$ cat config.mk
export PLATFORM = sky130hd
export DESIGN_NAME = button_bank
export DESIGN_NICKNAME = d
export VERILOG_FILES = /design/src/rtl/smartbike_pkg.sv /design/src/rtl/button_channel.sv /design/src/rtl/button_bank.sv
export SDC_FILE = /design/constraint.sdc
export NUM_CORES = 1
export LEC_CHECK = 0
export ABC_CLOCK_PERIOD_IN_PS = 1980
export CORE_MARGIN = 1.5
export CORE_UTILIZATION = 53
export DETAILED_ROUTE_END_ITERATION = 7
export GPL_ROUTABILITY_DRIVEN = 0
export GPL_TIMING_DRIVEN = 0
export PLACE_DENSITY = 0.76
export SLEW_MARGIN = 20
export SYNTH_ARGS = -nofsm -noshare
export SYNTH_HDL_FRONTEND = slang
export SYNTH_SLANG_ARGS = --single-unit
$ cat constraint.sdc
create_clock -name CLOCK_50 -period 1.98 [get_ports CLOCK_50]
set_input_delay 0.495 -clock CLOCK_50 [delete_from_list [all_inputs] [get_ports CLOCK_50]]
set_output_delay 0.495 -clock CLOCK_50 [all_outputs]
set_load 0.01 [all_outputs]
$ cat src/rtl/smartbike_pkg.sv
// Shared types and timing constants for the SmartBike button front end.
// The button FSM state enum lives here so every channel agrees on the encoding.
package smartbike_pkg;

    typedef enum logic [1:0] {
        BTN_RELEASED,
        BTN_PRESSED,
        BTN_LONG
    } btn_state_t;

    localparam int DEBOUNCE_10MS_AT_50M = 500_000;
    localparam int LONG_PRESS_1S_AT_50M = 50_000_000;

endpackage

$ cat src/rtl/button_channel.sv
// One pushbutton channel: 2-flop synchroniser, debounce counter, press FSM and toggle latch.
// Long-press detection is compiled in only when BUTTON_BANK_LONG_PRESS_EN is defined.
module button_channel
    import smartbike_pkg::*;
#(
    parameter int DEBOUNCE_CYCLES   = DEBOUNCE_10MS_AT_50M,
    parameter int LONG_PRESS_CYCLES = LONG_PRESS_1S_AT_50M,
    parameter bit ACTIVE_LOW        = 1'b1,
    parameter bit TOGGLE            = 1'b0
) (
    input  logic clk,
    input  logic reset,
    input  logic pin,
    input  logic clear_toggle,
    output logic level,
    output logic pressed,
    output logic released,
    output logic long_press,
    output logic toggled
);

    if (DEBOUNCE_CYCLES < 1 || LONG_PRESS_CYCLES < 1) begin : g_bad_cfg
        $error("button_channel: DEBOUNCE_CYCLES and LONG_PRESS_CYCLES must be >= 1");
    end

    localparam int              DB_W    = $clog2(DEBOUNCE_CYCLES + 1);
    localparam logic [DB_W-1:0] DB_LAST = DB_W'(DEBOUNCE_CYCLES - 1);

    logic            sync0;
    logic            sync1;
    logic            raw;
    logic [DB_W-1:0] db_cnt;
    logic            accept_press;
    logic            accept_release;

    assign raw            = sync1 ^ ACTIVE_LOW;
    assign accept_press   = raw && !level && (db_cnt == DB_LAST);
    assign accept_release = !raw && level && (db_cnt == DB_LAST);

    // Sync flops reset to the idle pin level so raw reads "not pressed" right after reset.
    always_ff @(posedge clk) begin
        // NOTE: every sequential assignment is non-blocking so all flops sample pre-edge values.
        if (reset) begin
            sync0    <= ACTIVE_LOW;
            sync1    <= ACTIVE_LOW;
            db_cnt   <= '0;
            level    <= 1'b0;
            pressed  <= 1'b0;
            released <= 1'b0;
        end else begin
            sync0    <= pin;
            sync1    <= sync0;
            pressed  <= accept_press;
            released <= accept_release;
            if (raw == level) begin
                db_cnt <= '0;
            end else if (db_cnt == DB_LAST) begin
                db_cnt <= '0;
                level  <= raw;
            end else begin
                db_cnt <= db_cnt + DB_W'(1);
            end
        end
    end

    // Clear beats a coincident press; non-toggle channels stay at 0.
    always_ff @(posedge clk) begin
        if (reset || clear_toggle || !TOGGLE) begin
            toggled <= 1'b0;
        end else if (pressed) begin
            toggled <= ~toggled;
        end
    end

`ifdef BUTTON_BANK_LONG_PRESS_EN
    localparam int                HOLD_W    = $clog2(LONG_PRESS_CYCLES + 1);
    localparam logic [HOLD_W-1:0] HOLD_LAST = HOLD_W'(LONG_PRESS_CYCLES - 1);

    btn_state_t        state;
    logic [HOLD_W-1:0] hold_cnt;

    // Hold count runs from the accepted press; it saturates in LONG so the event fires once.
    always_ff @(posedge clk) begin
        if (reset) begin
            state      <= BTN_RELEASED;
            hold_cnt   <= '0;
            long_press <= 1'b0;
        end else begin
            long_press <= 1'b0;
            case (state)
                BTN_RELEASED: begin
                    if (accept_press) begin
                        state    <= BTN_PRESSED;
                        hold_cnt <= '0;
                    end
                end
                BTN_PRESSED: begin
                    if (accept_release) begin
                        state <= BTN_RELEASED;
                    end else if (hold_cnt == HOLD_LAST) begin
                        state      <= BTN_LONG;
                        hold_cnt   <= hold_cnt + HOLD_W'(1);
                        long_press <= 1'b1;
                    end else begin
                        hold_cnt <= hold_cnt + HOLD_W'(1);
                    end
                end
                BTN_LONG: begin
                    if (accept_release) begin
                        state <= BTN_RELEASED;
                    end
                end
                default: state <= BTN_RELEASED;
            endcase
        end
    end
`else
    // Without long-press support the debounced level alone carries the press state.
    assign long_press = 1'b0;
`endif

endmodule

$ cat src/rtl/button_bank.sv
// N-channel button front end: one button_channel per pin, all channels independent.
// Define BUTTON_BANK_LONG_PRESS_EN to enable the long_press events.
module button_bank
    import smartbike_pkg::*;
#(
    parameter int              NUM_CH            = 4,
    parameter int              DEBOUNCE_CYCLES   = DEBOUNCE_10MS_AT_50M,
    parameter int              LONG_PRESS_CYCLES = LONG_PRESS_1S_AT_50M,
    parameter logic [NUM_CH-1:0] ACTIVE_LOW      = '1,
    parameter logic [NUM_CH-1:0] TOGGLE_MASK     = '0
) (
    input  logic              CLOCK_50,
    input  logic              reset,
    input  logic [NUM_CH-1:0] buttons,
    input  logic [NUM_CH-1:0] clear_toggle,
    output logic [NUM_CH-1:0] level,
    output logic [NUM_CH-1:0] pressed,
    output logic [NUM_CH-1:0] released,
    output logic [NUM_CH-1:0] long_press,
    output logic [NUM_CH-1:0] toggled
);

    if (NUM_CH < 1 || NUM_CH > 16) begin : g_bad_ch
        $error("button_bank: NUM_CH must be in 1..16");
    end

    for (genvar i = 0; i < NUM_CH; i++) begin : g_ch
        button_channel #(
            .DEBOUNCE_CYCLES  (DEBOUNCE_CYCLES),
            .LONG_PRESS_CYCLES(LONG_PRESS_CYCLES),
            .ACTIVE_LOW       (ACTIVE_LOW[i]),
            .TOGGLE           (TOGGLE_MASK[i])
        ) u_channel (
            .clk         (CLOCK_50),
            .reset       (reset),
            .pin         (buttons[i]),
            .clear_toggle(clear_toggle[i]),
            .level       (level[i]),
            .pressed     (pressed[i]),
            .released    (released[i]),
            .long_press  (long_press[i]),
            .toggled     (toggled[i])
        );
    end

endmodule

# Yosys cells after proc, flatten, opt, wreduce, memory -nomap -nowiden

Cells that the tools add are included.

Equality and inequality tests: 8
Bitwise operators: 8
$add $sub $neg: 4
Reduce and logical (&&, ||, !) cells: 28

Operator list:

| kind                  | count |
|---|---|
| $add 19x1->19 const B | 4 |
| $eq 19x19->1 const B  | 4 |
| $logic_and 1x1->1     | 16 |
| $reduce_or 3->1       | 4 |
| $not 1->1             | 8 |
| $reduce_and 2->1      | 4 |
| $eq 1x1->1            | 4 |
| $logic_not 1->1       | 4 |

Bits in registers: 96
Logic and storage cells: 72

# Logic depth before layout (Yosys ltp)

Gate-level depths: netlist (run 1).

Depth in word-level cells: 4
Depth in mapped cells: 7

# Modules after synthesis

A second synthesis (run 1) with hierarchy kept.

Cell total of the unflattened synthesis: 488
Area total of the unflattened synthesis: 4364.2 um2

Modules (own cells, without submodules):

| module         | area an instance (um2) | instances | seq. area each (um2) | cells each |
|---|---|---|---|---|
| button_channel | 1091.0                 | 4         | 480.5                | 122 |

# Worst setup path after synthesis (run 1)

Ideal clock, no wire load.

Path type: register -> register
From: register g_ch[2].u_channel.db_cnt[0]
To: register g_ch[2].u_channel.level
Buffers on the path: 0
Arrival: 1.823 ns
Period minus slack after synthesis: 1.945 ns
Data required time: 1.858 ns
Slack: 0.035 ns
Setup time: 0.122 ns
Stages on the path, launching flop included: 6
Cells stage by stage: dfxtp_1 ha_1 nand4_1 or4_4 or2_4 o311a_1

Longest elaborated chain between the ends: 2

Ends and longest elaborated chain:

| what                              | line                 | RTL |
|---|---|---|
| start: declaration                | button_channel.sv:32 | `logic [DB_W-1:0] db_cnt;` |
| start signal: assignment          | button_channel.sv:61 | `db_cnt <= db_cnt + DB_W'(1);` |
| $eq 19x19->1                      | button_channel.sv:57 | `end else if (db_cnt == DB_LAST) begin` |
| $reduce_and 2->1 (no source line) | --                   |  |
| end signal: assignment            | button_channel.sv:59 | `level <= raw;` |
| end: declaration                  | button_channel.sv:15 | `output logic level,` |

No other way between the ends.
A chain may end at the register's enable or synchronous reset.

# Worst setup path after layout (run 1)

From: register g_ch[2].u_channel.db_cnt[12]
To: register g_ch[2].u_channel.level

Same word-level chain as after synthesis.

==> results of run 1 <==
## worst paths after layout
kind	slack, ns	depth (start not counted)	endpoint	from
min	0.41	1	g_ch[3].u_channel.sync1	g_ch[3].u_channel.sync0
max	-0.07	4	g_ch[2].u_channel.level	g_ch[2].u_channel.db_cnt[12]
max reg2reg	-0.07	4	g_ch[2].u_channel.level	g_ch[2].u_channel.db_cnt[12]
min reg2reg	0.41	1	g_ch[3].u_channel.sync1	g_ch[3].u_channel.sync0
## state kept, by name, summed over array words and instances (netlist names)
register	flops
g_ch.u_channel.pressed	4
g_ch.u_channel.db_cnt	76
g_ch.u_channel.level	4
g_ch.u_channel.released	4
g_ch.u_channel.sync1	4
g_ch.u_channel.sync0	4
## Yosys cell counts, types with 2 or more instances
master | count | area share [%]
a21oi_1 | 17 | 2.0
a31o_2 | 2 | 0.40
and2_1 | 4 | 0.58
and3_1 | 8 | 1.2
and4_1 | 5 | 1.0
buf_2 | 3 | 0.35
buf_4 | 22 | 3.8
clkbuf_1 | 8 | 0.69
dfxtp_1 | 96 | 44
ha_1 | 12 | 3.5
inv_1 | 20 | 1.7
nand2_1 | 27 | 2.3
nand3_1 | 33 | 3.8
nand4_1 | 20 | 2.9
nand4b_1 | 2 | 0.40
nor2_1 | 65 | 5.6
nor3_1 | 10 | 1.2
nor3b_1 | 6 | 1.0
nor4_1 | 14 | 2.0
nor4b_1 | 4 | 0.81
o21ai_0 | 7 | 0.81
o21ai_2 | 2 | 0.40
o31ai_1 | 6 | 1.0
or2_2 | 10 | 1.4
or3_1 | 9 | 1.3
or4_1 | 10 | 1.7
xnor2_1 | 27 | 5.4
xor2_1 | 26 | 5.2
## through the flow
| stage | cells | setup TNS, ns |
|---|---|---|
| after floorplan | 498 | 0 |
| after global placement | 617 | -15.26 |
| after detailed placement | 617 | -16.66 |
| after CTS | 637 | -0.0400 |
| after global routing | 644 | -0.469 |
| final | 644 | -0.0679 |
## power by group through the flow
stage	Clock [W]	Sequential, W	Combinational, W
2_1_floorplan	0	0.00199	0.0000512
3_3_place_gp	0	0.00199	0.0000722
3_5_place_dp	0	0.00199	0.0000736
4_1_cts	0.00149	0.00195	0.0000784
5_1_grt	0.00156	0.00195	0.0000913
6_report	0.00146	0.00194	0.0000830
## cell families after synthesis
family / after synthesis / share of synthesized area, %
AOI/OAI and AO/OA: 40 / 5.79
xor gates and xnor gates: 53 / 10.7
adders and majority gates: 12 / 3.46
buffers and inverters: 54 / 6.69
DFF: 96 / 44.3
other: 1 / 0.0864
and+or+nand+nor: 235 / 29.0
## worst max-delay path, cell delays in order (launching register included)
cell and delay, ns:
dfxtp_4 0.37, or4b_1 0.52, or4_4 0.47, or2_4 0.27
o311a_1 0.30
## repair_timing
action,in CTS,in global routing
buffers inserted,6,9
hold endpoints to repair,0,0
gates cloned,0,0
endpoints found under the setup margin,64,39
hold buffers,0,0
pin swaps,4,6
resized for setup,14,11
## metal layers
layer  vias to the layer above  wire length [um]
met5                         -                 0
met4                         0               117
met3                        14               323
met2                        66              4290
met1                      1662              3910
li1                       1782                 -
## final cells by class
type / instances / area, um^2 / area share, %
flip-flops and latches: 96 / 1930 / 38.0
plain buffers: 32 / 214 / 4.20
repair buffers: 32 / 283 / 5.56
well taps: 102 / 128 / 2.51
inverters: 20 / 75.1 / 1.47
clock buffers: 10 / 128 / 2.51
clock inverters: 4 / 95.1 / 1.87
multi-input cells: 348 / 2230 / 43.9
## layout by cell type (no fill, tap or decap), drive strengths merged, types with 3 or more instances in the layout
cell           Yosys  layout
clkdlybuf4s50      0      17
nor4              14      14
or4               11      11
o21ai             10      10
and2               4       4
a21oi             17      17
nor4b              4       4
clkbuf             9      17
nand2             27      27
or3                9       9
xor2              26      26
bufinv             0       3
and3               8       8
nor3b              6       6
or2               11      11
conb               1       8
nand4             20      20
inv               20      20
and4               5       5
nor2              65      65
buf               25      40
ha                12      12
xnor2             27      27
o31ai              6       6
dfxtp             96      96
nand3             33      33
nor3              10      10
==> summary.md, run 1 <==
| Metric | Value |
|---|---|
| Outcome | finished with violations |
| Violated checks | setup timing |
| Initial antenna violation count | 0 |
| Final net count | 561 |
| Initial Utilization | 55.6% |
| Clk root buf | clkbuf_8 |
| Pwr/cell area | 686 nW/um^2 |
| Final Max Slew Viols | 0 |
| Crit path max fanout | 5 |
| Routed WL | 8640 um |
| Number of synthesized flops with an enable pin | 0 |
| Clk pwr share | 41.9% |
| CP startpoint kind | flip-flop |
| Ys flop type | dfxtp_1 |
| Fin crit period | 2.05 ns |
| Met2 usage | 35.3% |
| Post-synth ARST share | 0% |
| Final hold vios | 0 |
| Vias | 3,524 |
| CTS tree | built |
| Vias in the first global route | 3,242 |
| Slew HR | 56.8% |
| Wire length of the first global-routing pass | 14,600 um |
| Hold crit path type | flip-flop to flip-flop |
| Leakage | 1.66 nW |
| PnR worst setup slack | -0.0679 ns |
| Fin util | 65.2% |
| Avg WL per Cell | 13.4 um |
| Ys Warns | 0 |
| Kind of critical path | flip-flop to flip-flop |
| Pin count of the biggest net entering global routing | 15 |
| Clk slew on worst S/H paths | 0.09 ns |
| Total core area | 7810 um^2 |
| Fillers | 657 |
| Total Die Area | 8740 um^2 |
| Final Skew | 0.0155 ns |
| DRC | 0 |
| DP Wirelength | 5790 um |
| Worst-Skew Late Latency | 0.35 ns |
| GR met1 Demand/Resource | 26.0% |
| Drt first pass iters | 4 |
| Htree depth | 3 |
| Worst slew pin tran | 0.641 ns |
| Met3 usage | 3.33% |
| Crit path capture type | flip-flop |
| Hold slack final | 0.405 ns |
| Diodes inserted | 0 |
| Row count | 32 |
| Post-route ant nets | 0 |
| Post-Syn Area | 4340 um^2 |
| DP Worst Slack | -0.419 ns |
| Max clock buf depth | 2 |
| Max-cap violations | 0 |
| Post-synthesis sequential area ratio | 44.3% |
| WP data required | 2.22 ns |
| GR peak layer | met2 |
| Vias per cell | 5.47 |
| Final Instance Area | 5090 um^2 |
| Clock sinks | 96 |
| Period utilisation layout | 103% |
| Unrepaired setup endpoints after global routing | true |
| Crit path DAT | 2.28 ns |
| Unique masters post-synth | 44 |
| Post-Syn Area per Cell | 8.84 um^2 |
| Area delta synth->final | 17.3% |
| Sequential share of power | 55.7% |
| GRT Overall Usage | 20.6% |
| DRT iter0 DRCs | 58 |
| Die X | 93.5 um |
| DP Area | 4660 um^2 |
| # IOs | 30 |
| Port bufs | 17 |
| Seq cells post-synth | 96 |
| Cell count after synthesis | 491 |
| Overall power | 0.00349 W |
| GRT Residual Overflow | 0 |
| Setup Viol. Count Final | 1 |
| Fmax | 488 MHz |
| Share of layout cells above drive strength 1 | 16.1% |
| Combinational share of power | 2.4% |
| Net switching power | 0.000688 W |
| Die height | 93.5 um |
| Peak supply drop | 503 uV |
| Int Pwr | 0.00280 W |
| Net Sw Frac | 19.7% |
| TritonCTS Buffers | 9 |
Note: power is estimated with default switching activity, not from simulation.
==> inputs of run 2 (changes only) <==
--- a/config.mk
+++ b/config.mk
@@ -7,11 +7,12 @@
 export LEC_CHECK = 0
 export ABC_CLOCK_PERIOD_IN_PS = 1980
 export CORE_MARGIN = 1.5
-export CORE_UTILIZATION = 53
+export CORE_UTILIZATION = 57
 export DETAILED_ROUTE_END_ITERATION = 7
+export DONT_BUFFER_PORTS = 1
 export GPL_ROUTABILITY_DRIVEN = 0
 export GPL_TIMING_DRIVEN = 0
-export PLACE_DENSITY = 0.76
+export PLACE_DENSITY = 0.75
 export SLEW_MARGIN = 20
 export SYNTH_ARGS = -nofsm -noshare
 export SYNTH_HDL_FRONTEND = slang
==> summary.md, run 2 (synthesis results as in run 1) <==
| Metric | Value |
|---|---|
| Reg with most FFs | g_ch.u_channel.db_cnt (unchanged) |
| # IOs | 30 (unchanged) |
| Fin crit period | 2.03 ns (was 2.05 ns) |
| Vias per cell | 5.44 (was 5.47) |
| Crit path DAT | 2.27 ns (was 2.28 ns) |
| Max-cap violations | 0 (unchanged) |
| TritonCTS Buffers | 9 (unchanged) |
| Max FFs per register | 76 (unchanged) |
| Final hold vios | 0 (unchanged) |
| GRT Overall Usage | 20.5% (was 20.6%) |
| Period utilisation layout | 102% (was 103%) |
| Clk slew on worst S/H paths | 0.09 ns (about the same) |
| Peak supply drop | 511 uV (was 503 uV) |
| DRT iter0 DRCs | 73 (was 58) |
| Slew HR | 60.1% (was 56.8%) |
| CP startpoint kind | flip-flop (unchanged) |
| Hold crit path type | input port to flip-flop (was flip-flop to flip-flop) |
| Share of layout cells above drive strength 1 | 16.4% (was 16.1%) |
| Critical path's slowest cell | or4b_1 (unchanged) |
| Clk root buf | clkbuf_8 (unchanged) |
| Crit path max fanout | 6 (was 5) |
| Die X | 90.3 um (was 93.5 um) |
| WP data required | 2.22 ns (about the same) |
| Outcome | finished with violations (unchanged) |
| Avg WL per Cell | 12.7 um (was 13.4 um) |
| Row count | 31 (was 32) |
| Total Die Area | 8150 um^2 (was 8740 um^2) |
| Routed WL | 7940 um (was 8640 um) |
| Commonest cells after routing, fill and taps aside | 89 x dfxtp_1, 65 x nor2_1, 35 x buf_4, 33 x nand3_1 (was 89 x dfxtp_1, 65 x nor2_1, 37 x buf_4, 33 x nand3_1) |
| Final Skew | 0.00890 ns (was 0.0155 ns) |
| DP Area | 4490 um^2 (was 4660 um^2) |
| Pin count of the biggest net entering global routing | 16 (was 15) |
| Die height | 90.3 um (was 93.5 um) |
| Final Max Slew Viols | 0 (unchanged) |
| Worst stage delay on the critical path | 0.54 ns (was 0.52 ns) |
| Worst slew pin tran | 0.592 ns (was 0.641 ns) |
| Wire length of the first global-routing pass | 13,900 um (was 14,600 um) |
| Post-route ant nets | 0 (unchanged) |
| Vias in the first global route | 3,228 (was 3,242) |
| Kind of critical path | flip-flop to flip-flop (unchanged) |
| Final net count | 541 (was 561) |
| Fin util | 67.4% (was 65.2%) |
| Total core area | 7290 um^2 (was 7810 um^2) |
| Max clock buf depth | 2 (unchanged) |
| Setup Viol. Count Final | 1 (unchanged) |
| Crit path capture type | flip-flop (unchanged) |
| Leakage | 1.59 nW (was 1.66 nW) |
| PnR worst setup slack | -0.0473 ns (was -0.0679 ns) |
| DP Wirelength | 5470 um (was 5790 um) |
| Unrepaired setup endpoints after global routing | true (unchanged) |
| Port bufs | 0 (was 17) |
| Cells along the critical path | or4b_1 -> or4_4 -> or2_4 -> o311a_1 (unchanged) |
| Htree depth | 3 (unchanged) |
| GRT Residual Overflow | 0 (unchanged) |
| Initial Utilization | 59.5% (was 55.6%) |
| Most common cell after layout, fill and taps aside | dfxtp_1 (unchanged) |
| Final Instance Area | 4910 um^2 (was 5090 um^2) |
| Pwr/cell area | 691 nW/um^2 (was 686 nW/um^2) |
| DP Worst Slack | -0.431 ns (was -0.419 ns) |
| Initial antenna violation count | 3 (was 0) |
| Worst-Skew Late Latency | 0.35 ns (about the same) |
| Clock sinks | 96 (unchanged) |
| Vias | 3,406 (was 3,524) |
| Area delta synth->final | 13.2% (was 17.3%) |
| Fmax | 493 MHz (was 488 MHz) |
| CTS tree | built (unchanged) |
| Drt first pass iters | 4 (unchanged) |
| Violated checks | setup timing (unchanged) |
| DRC | 0 (unchanged) |
## run 2: changes by cell type in the layout (fill, tap and decap cells not counted), moves of 2 or more
cell and delta:
diode_2 +3, clkinvlp_4 +2, buf_2 -2, ha_2 -2, buf_4 -2, clkdlybuf4s50_1 -17, clkbuf_4 +2
## run 2: area by class of cell
type | instances | area, um^2
fill | 623 | 2380
multi-input combinational | 348 | 2240
sequential | 96 | 1930
buffer | 31 | 215
clock buffer | 11 | 141
tap | 99 | 124
timing repair buffer | 13 | 97.6
clock inverter | 5 | 80.1
inverter | 20 | 75.1
antenna | 3 | 7.51
## run 2: critical path, delay by kind of cell, from the launching register on
kind            cells  cell delay (ns)
simple gates        3             1.28
flops               1             0.36
compound gates      1             0.28
## run 2: timing repair
action                                  CTS  global route
endpoints found under the setup margin   63            32
gates resized for setup                  14            13
cloned                                    0             0
buffers inserted                          7             6
pin swaps                                 6             2
hold buffers                              0             0
## run 2: per-layer routing
layer | vias up | wire [um] | GRT usage [%] | part of all wire (%)
met3 | 6 | 344 | 6.40 | 4.3
met1 | 1597 | 3640 | 25.1 | 46
met4 | 0 | 57 | 5.95 | 0.72
met2 | 59 | 3890 | 34.5 | 49
met5 | - | 0 | 0 | 0
li1 | 1744 | - | - | -
## run 2: path summary, 6_finish.rpt
path / startpoint / to / slack, ns / cells after the start
max: g_ch[2].u_channel.db_cnt[12] / g_ch[2].u_channel.level / -0.05 / 4
min: buttons[2] / g_ch[2].u_channel.sync0 / 0.24 / 1
max reg2reg: g_ch[2].u_channel.db_cnt[12] / g_ch[2].u_channel.level / -0.05 / 4
min reg2reg: g_ch[0].u_channel.sync0 / g_ch[0].u_channel.sync1 / 0.41 / 1
## run 2: metrics by stage
| stage | TNS, ns | hold slack [ns] | cells | power [W] |
|---|---|---|---|---|
| 2_1_floorplan | 0 | 0.389 | 498 | 0.00204 |
| 3_3_place_gp | -11.95 | 0.391 | 597 | 0.00205 |
| 3_5_place_dp | -13.27 | 0.393 | 597 | 0.00205 |
| 4_1_cts | -0.0406 | 0.230 | 620 | 0.00343 |
| 5_1_grt | -0.144 | 0.225 | 626 | 0.00353 |
| 6_report | -0.0473 | 0.242 | 626 | 0.00340 |
## run 2: where the power goes
| group | leakage (nW) | switching [W] | internal [W] |
|---|---|---|---|
| clock | 0.106 | 0.000638 | 0.000744 |
| sequential | 0.779 | 0.00000638 | 0.00194 |
| combinational | 0.706 | 0.0000383 | 0.0000314 |
| total | 1.59 | 0.000683 | 0.00271 |
==> inputs of run 3 (changes only) <==
--- a/config.mk
+++ b/config.mk
@@ -7,12 +7,11 @@
 export LEC_CHECK = 0
 export ABC_CLOCK_PERIOD_IN_PS = 1980
 export CORE_MARGIN = 1.5
-export CORE_UTILIZATION = 57
+export CORE_UTILIZATION = 53
 export DETAILED_ROUTE_END_ITERATION = 7
-export DONT_BUFFER_PORTS = 1
 export GPL_ROUTABILITY_DRIVEN = 0
 export GPL_TIMING_DRIVEN = 0
-export PLACE_DENSITY = 0.75
+export PLACE_DENSITY = 0.76
 export SLEW_MARGIN = 20
 export SYNTH_ARGS = -nofsm -noshare
 export SYNTH_HDL_FRONTEND = slang
==> results of run 3 <==
Same layout as run 1: the final DEF is identical, and so are final timing and power.
